File: src/rtl/iob_timer_alarm_pkg.sv
// -----------------------------------------------------------------------------
// iob_timer_alarm_pkg
//
// Shared definitions for the timer compare/alarm stage:
//   - alarm_state_t : FSM state encoding (IDLE=0, ARMED=1, FIRED=2), which is
//                     also the encoding presented on state_o.
//   - default widths for the time value, auto-reload period and overrun
//     counter.
//
// Build option: defining IOB_TIMER_ALARM_PERIODIC_EN turns on auto-reload
// of the compare register in the top module.
// -----------------------------------------------------------------------------
package iob_timer_alarm_pkg;

    localparam int IOB_TIMER_ALARM_TIME_W   = 64;
    localparam int IOB_TIMER_ALARM_PERIOD_W = 32;
    localparam int IOB_TIMER_ALARM_OVR_W    = 8;

    typedef enum logic [1:0] {
        IOB_TIMER_ALARM_IDLE  = 2'd0,
        IOB_TIMER_ALARM_ARMED = 2'd1,
        IOB_TIMER_ALARM_FIRED = 2'd2
    } alarm_state_t;

endpackage : iob_timer_alarm_pkg

File: src/rtl/iob_timer_alarm_cmp.sv
// -----------------------------------------------------------------------------
// iob_timer_alarm_cmp
//
// Combinational wrap-safe "time has reached target" test. The time value
// and the target are treated as points on a modular circle: the target
// counts as reached when the signed difference (time - target) is
// non-negative, i.e. when its MSB is clear. This stays correct across a
// wrap of the time counter as long as time is within 2^(TIME_W-1) of the
// target, and a time counter restarted at 0 with the target ahead does not
// produce a false hit.
//
// Ports:
//   time_i  [TIME_W-1:0]  current time
//   cmp_i   [TIME_W-1:0]  compare target
//   hit_o                 1 when time_i is at or past cmp_i (modular)
// -----------------------------------------------------------------------------
module iob_timer_alarm_cmp
    import iob_timer_alarm_pkg::*;
#(
    parameter int TIME_W = IOB_TIMER_ALARM_TIME_W
) (
    input  logic [TIME_W-1:0] time_i,
    input  logic [TIME_W-1:0] cmp_i,
    output logic              hit_o
);

    logic [TIME_W-1:0] w_diff;

    assign w_diff = time_i - cmp_i;
    assign hit_o  = ~w_diff[TIME_W-1];

endmodule : iob_timer_alarm_cmp

File: src/rtl/iob_timer_alarm.sv
// -----------------------------------------------------------------------------
// iob_timer_alarm
//
// Compare/alarm stage fed by the free-running timer core. Holds a compare
// target, raises a level interrupt when time reaches it, keeps the
// interrupt pending until software acknowledges it, and counts alarms that
// arrive while a previous one is still pending (saturating).
//
// Build option:
//   IOB_TIMER_ALARM_PERIODIC_EN - when defined, a hit in ARMED with a
//   non-zero period advances the compare register by period_i and stays
//   ARMED (auto-reload). When undefined, period_i is ignored and every
//   alarm is one-shot.
//
// Ports:
//   clk_i      system clock
//   cke_i      clock enable; all state holds while low
//   arst_i     asynchronous active-high reset
//   time_i     current time from the timer core
//   cmp_i      new compare value
//   cmp_we_i   load cmp_i into the compare register
//   period_i   auto-reload period (periodic build only)
//   arm_i      pulse: enter ARMED
//   disarm_i   pulse: go to IDLE, clear pending and overrun count
//   ack_i      pulse: clear pending
//   irq_o      interrupt, equal to pending_o
//   pending_o  alarm pending
//   state_o    0=IDLE, 1=ARMED, 2=FIRED
//   ovr_cnt_o  saturating overrun count
// -----------------------------------------------------------------------------
module iob_timer_alarm
    import iob_timer_alarm_pkg::*;
#(
    parameter int TIME_W   = IOB_TIMER_ALARM_TIME_W,
    parameter int PERIOD_W = IOB_TIMER_ALARM_PERIOD_W,
    parameter int OVR_W    = IOB_TIMER_ALARM_OVR_W
) (
    input  logic                clk_i,
    input  logic                cke_i,
    input  logic                arst_i,
    input  logic [TIME_W-1:0]   time_i,
    input  logic [TIME_W-1:0]   cmp_i,
    input  logic                cmp_we_i,
    input  logic [PERIOD_W-1:0] period_i,
    input  logic                arm_i,
    input  logic                disarm_i,
    input  logic                ack_i,
    output logic                irq_o,
    output logic                pending_o,
    output logic [1:0]          state_o,
    output logic [OVR_W-1:0]    ovr_cnt_o
);

    function automatic logic [OVR_W-1:0] sat_inc(input logic [OVR_W-1:0] v);
        return (&v) ? v : v + OVR_W'(1);
    endfunction

    logic [TIME_W-1:0] r_cmp;
    alarm_state_t      r_state;
    logic              r_pending;
    logic [OVR_W-1:0]  r_ovr;

    logic              w_hit;
    logic              w_hit_armed;

    iob_timer_alarm_cmp #(
        .TIME_W (TIME_W)
    ) u_cmp (
        .time_i (time_i),
        .cmp_i  (r_cmp),
        .hit_o  (w_hit)
    );

    // Hits only matter while ARMED; IDLE and FIRED ignore the comparator.
    assign w_hit_armed = (r_state == IOB_TIMER_ALARM_ARMED) && w_hit;

`ifdef IOB_TIMER_ALARM_PERIODIC_EN
    logic              w_reload;
    logic [TIME_W-1:0] w_cmp_next;

    // A zero period degenerates to one-shot behaviour.
    assign w_reload   = |period_i;
    assign w_cmp_next = r_cmp + TIME_W'(period_i);
`else
    logic w_unused_period;

    assign w_unused_period = ^period_i;
`endif

    always_ff @(posedge clk_i or posedge arst_i) begin
        if (arst_i) begin
            r_cmp     <= '0;
            r_state   <= IOB_TIMER_ALARM_IDLE;
            r_pending <= 1'b0;
            r_ovr     <= '0;
        end else if (cke_i) begin
            // Software load is honoured in every state; the comparison this
            // cycle still used the old target.
            if (cmp_we_i) begin
                r_cmp <= cmp_i;
            end

            if (disarm_i) begin
                r_state   <= IOB_TIMER_ALARM_IDLE;
                r_pending <= 1'b0;
                r_ovr     <= '0;
            end else if (w_hit_armed) begin
                // Setting pending beats a coincident ack, and an acked
                // overlap is not an overrun.
                r_pending <= 1'b1;
                if (r_pending && !ack_i) begin
                    r_ovr <= sat_inc(r_ovr);
                end
`ifdef IOB_TIMER_ALARM_PERIODIC_EN
                if (w_reload) begin
                    r_state <= IOB_TIMER_ALARM_ARMED;
                    // A software load in the same cycle takes precedence
                    // over the automatic advance.
                    if (!cmp_we_i) begin
                        r_cmp <= w_cmp_next;
                    end
                end else begin
                    r_state <= IOB_TIMER_ALARM_FIRED;
                end
`else
                r_state <= IOB_TIMER_ALARM_FIRED;
`endif
            end else begin
                if (ack_i) begin
                    r_pending <= 1'b0;
                end
                // Re-arm from IDLE or FIRED; arming while ARMED is a no-op.
                if (arm_i && (r_state != IOB_TIMER_ALARM_ARMED)) begin
                    r_state <= IOB_TIMER_ALARM_ARMED;
                end
            end
        end
    end

    assign irq_o     = r_pending;
    assign pending_o = r_pending;
    assign state_o   = r_state;
    assign ovr_cnt_o = r_ovr;

endmodule : iob_timer_alarm

File: config.mk
export PLATFORM = sky130hd
export DESIGN_NAME = iob_timer_alarm
export DESIGN_NICKNAME = d
export VERILOG_FILES = /design/src/rtl/iob_timer_alarm_pkg.sv /design/src/rtl/iob_timer_alarm_cmp.sv /design/src/rtl/iob_timer_alarm.sv
export SDC_FILE = /design/constraint.sdc
export NUM_CORES = 1
export LEC_CHECK = 0
export ABC_AREA = 0
export CAP_MARGIN = 20
export CORE_ASPECT_RATIO = 1.25
export CORE_MARGIN = 4
export CORE_UTILIZATION = 40
export CTS_CLUSTER_DIAMETER = 40
export DETAILED_ROUTE_END_ITERATION = 8
export PLACE_DENSITY = 0.74
export SYNTH_ARGS = -nofsm -noshare
export SYNTH_HDL_FRONTEND = slang
export SYNTH_SLANG_ARGS = --single-unit
File: constraint.sdc
create_clock -name clk_i -period 2.75 [get_ports clk_i]
set_input_delay 0.55 -clock clk_i [delete_from_list [all_inputs] [get_ports clk_i]]
set_output_delay 0.55 -clock clk_i [all_outputs]
set_load 0.005 [all_outputs]
==> impl_metrics.sql <==
INSERT INTO impl_metrics (metric_group, metric, value, unit) VALUES
('place', 'port-buffer-count', '146', ''),
('worst_hold_path', 'hp-class', 'reg -> reg', ''),
('global_route', 'globalRouteTotalUtil', '17.5', '%'),
('critical_path', 'cp_num_buf_inv', '2', ''),
('timing', 'grt_setup_unrepaired', 'yes', ''),
('detailed_routing', 'detailroute.via_count', '3815', ''),
('cts', 'path_clk_slew', '0.06', 'ns'),
('global_route', 'grt_pass1_wl', '18600', 'µm'),
('yosys', 'synth.yosys.seq_area_share', '40.6', '%'),
('final_layout', 'finish.net_count', '833', ''),
('yosys', 'syn-cell-area', '4620', 'µm²'),
('global_route', 'busiest_layer', 'met2', ''),
('critical_path', 'r2r_end', 'ovr_cnt_o[7]$_DFFE_PP0P_', ''),
('critical_path', 'crit_path_end', 'ovr_cnt_o[7]$_DFFE_PP0P_', ''),
('critical_path', 'crit_path_start', 'time_i[36]', ''),
('global_route', 'grt_util_met2', '33.6', '%'),
('final_layout', 'drive_gt1_share', '26.5', '%'),
('final_layout', 'antenna_cells_inserted', '0', ''),
('timing', 'timing.final.crit_share', '106', '%'),
('timing', 'finalSetupViolCount', '7', ''),
('power', 'power_per_cell_area', '518', 'nW/µm²'),
('critical_path', 'worstPathArrival', '3.10', 'ns'),
('power', 'irDropWorstVdd', '0.264', 'mV'),
('die', 'starting_density_of_the_core', '41.3', '%'),
('yosys', 'synthCells', '425', ''),
('final_layout', 'final_design_area_no_fill', '7070', 'µm²'),
('cts', 'clkSinkCount', '75', ''),
('timing', 'drv_slew', '0', ''),
('timing', 'hold_violations', '0', ''),
('cts', 'htree_num_levels', '3', ''),
('die', 'die_width', '104', 'µm'),
('final_layout', 'area.sequential', '1880', 'µm²'),
('timing', 'fin_crit', '2.91', 'ns'),
('status', 'violated_checks', 'setup timing', ''),
('status', 'outcome', 'complete, but fails checks', ''),
('place', 'placed_cell_area', '6360', 'µm²'),
('yosys', 'syn-num-nets', '655', ''),
('final_layout', 'mostFrequentLayoutCells', 'sky130_fd_sc_hd__clkdlybuf4s50_1, sky130_fd_sc_hd__dfrtp_1, sky130_fd_sc_hd__inv_1, sky130_fd_sc_hd__mux2_2, sky130_fd_sc_hd__ha_1', ''),
('die', 'ioPinCount', '179', ''),
('detailed_routing', 'finalWirelength', '12000', 'µm'),
('timing', 'layout_setup_ws', '-0.157', 'ns'),
('critical_path', 'timing.critical_path.required', '2.94', 'ns'),
('yosys', 'synth_cell_types', '44', ''),
('yosys', 'synth-edff-count', '0', ''),
('critical_path', 'worst_setup_path_start_kind', 'primary input', ''),
('global_route', 'first_global_vias', '4035', ''),
('timing', 'worst-slew-pin-transition', '0.632', 'ns'),
('yosys', 'ys_ff_latch', '75', ''),
('critical_path', 'worst-setup-path-type', 'in -> reg', ''),
('final_layout', 'multi_input_area', '2690', 'µm²'),
('critical_path', 'critPathMostFrequentCell', 'sky130_fd_sc_hd__a21o_1', ''),
('cts', 'cts_max_path_buffers', '2', ''),
('critical_path', 'list_of_cells_traversed_by_the_critical_path', 'clkdlybuf4s50_1, ha_1, a21o_1, a21o_1, a21oi_1, o21ai_0, o21ai_2, buf_4, nand4_1, a211oi_2, mux2i_1, o22ai_1', ''),
('final_layout', 'area_growth_syn_to_layout', '53.1', '%'),
('yosys', 'postSynth.asyncResetShare', '100', '%'),
('yosys', 'syn_avg_cell_area', '10.9', 'µm²'),
('die', 'die_h', '128', 'µm'),
('critical_path', 'worstSetupEndpointType', 'register', ''),
('timing', 'maxClockFrequency', '344', 'MHz'),
('die', 'floorplan_die_area', '13300', 'µm²'),
('yosys', 'synth_warnings', '0', ''),
('critical_path', 'crit_path_top_delay_cell', 'sky130_fd_sc_hd__clkdlybuf4s50_1', ''),
('worst_hold_path', 'timing.hold.worst_path_depth', '1', ''),
('global_route', 'antenna_found_initial', '0', ''),
('detailed_routing', 'wl_per_cell', '16.1', 'µm'),
('detailed_routing', 'initialDrtViolationCount', '72', ''),
('cts', 'clockRootBuffer', 'sky130_fd_sc_hd__clkbuf_16', ''),
('critical_path', 'r2r_start', 'r_cmp[4]$_DFFE_PP0P_', ''),
('critical_path', 'critical_path_depth', '12', ''),
('yosys', 'dominantRegCellSynth', 'sky130_fd_sc_hd__dfrtp_1', ''),
('critical_path', 'critical_path_fanout_max', '5', '');
worst min-delay path by stage:
stage | startpoint | end
final | r_cmp[61]$_DFFE_PP0P_ | r_cmp[61]$_DFFE_PP0P_
after global routing | r_cmp[61]$_DFFE_PP0P_ | r_cmp[61]$_DFFE_PP0P_
after CTS | r_cmp[43]$_DFFE_PP0P_ | r_cmp[43]$_DFFE_PP0P_
after detailed placement | r_cmp[43]$_DFFE_PP0P_ | r_cmp[43]$_DFFE_PP0P_
after global placement | r_cmp[50]$_DFFE_PP0P_ | r_cmp[50]$_DFFE_PP0P_
after floorplan | r_cmp[10]$_DFFE_PP0P_ | r_cmp[10]$_DFFE_PP0P_
per-layer routing:
layer | routed length (µm) | share of wire (%)
met5 | 0 | 0
met4 | 261 | 2.2
met3 | 657 | 5.5
met2 | 6520 | 54
met1 | 4560 | 38
where the power goes:
group	total, W	internal, W	switching, W
clock network	0.00122	0.000774	0.000449
registers	0.00135	0.00126	0.0000918
logic	0.00109	0.000629	0.000456
total	0.00366	0.00266	0.000997
kinds of logic after synthesis:
| kind of cell | count (synthesis) | synth area share (%) |
|---|---|---|
| AOI/OAI and AO/OA | 81 | 11.3 |
| xor gates and xnor gates | 2 | 0.379 |
| muxes | 67 | 16.3 |
| and+or+nand+nor | 56 | 6.99 |
| adders and majority gates | 63 | 17.1 |
| buffers and inverters | 81 | 7.31 |
| DFF | 75 | 40.6 |
layout make-up:
class	instances	share of cell area, %
repair buffers	176	24.8
inverters	72	3.84
multi-input cells	269	38.0
flip-flops and latches	75	26.5
clock buffers	12	3.77
well taps	135	2.39
clock inverters	4	0.672
cell usage after synthesis (2+ instances only):
cell type                   n
sky130_fd_sc_hd__nand2b_1   2
sky130_fd_sc_hd__o211ai_1   4
sky130_fd_sc_hd__mux2_2    66
sky130_fd_sc_hd__a22o_1     4
sky130_fd_sc_hd__nand2_1   15
sky130_fd_sc_hd__dfrtp_1   75
sky130_fd_sc_hd__bufbuf_8   2
sky130_fd_sc_hd__inv_1     72
sky130_fd_sc_hd__nor2_1     6
sky130_fd_sc_hd__and3_1     2
sky130_fd_sc_hd__o21ai_0   18
sky130_fd_sc_hd__a21oi_1   28
sky130_fd_sc_hd__a211oi_1   5
sky130_fd_sc_hd__o21ai_1    2
sky130_fd_sc_hd__nand4_1   13
sky130_fd_sc_hd__a21o_1     5
sky130_fd_sc_hd__a32o_1     2
sky130_fd_sc_hd__nor4_2     3
sky130_fd_sc_hd__nand3_1    7
sky130_fd_sc_hd__ha_1      63
sky130_fd_sc_hd__a211o_1    3
sky130_fd_sc_hd__clkbuf_1   6
stage by stage:
step	total power, W	util, %	std cells	TNS, ns	worst slack (ns)
floorplan	0.00189	-	425	-0.0368	-0.0368
global placement	0.00228	56.8	717	-6.80	-0.778
detailed placement	0.00234	56.8	717	-7.46	-0.875
CTS	0.00361	60.6	739	-1.38	-0.225
global route	0.00387	63.2	743	-1.94	-0.308
finish	0.00366	63.2	743	-0.483	-0.157
flip-flops by register name, indices dropped and copies added, names as in the netlist:
register   count
r_cmp         64
irq_o          1
state_o        2
ovr_cnt_o      8
timing repair:
item,4_1_cts,5_1_grt
resized for setup,30,58
hold endpoints to repair,0,0
pin swaps,38,32
hold buffers,0,0
cloned,0,0
endpoints found under the setup margin,11,11
setup buffers,6,4
No activity file was read; power rests on OpenSTA's default activity.
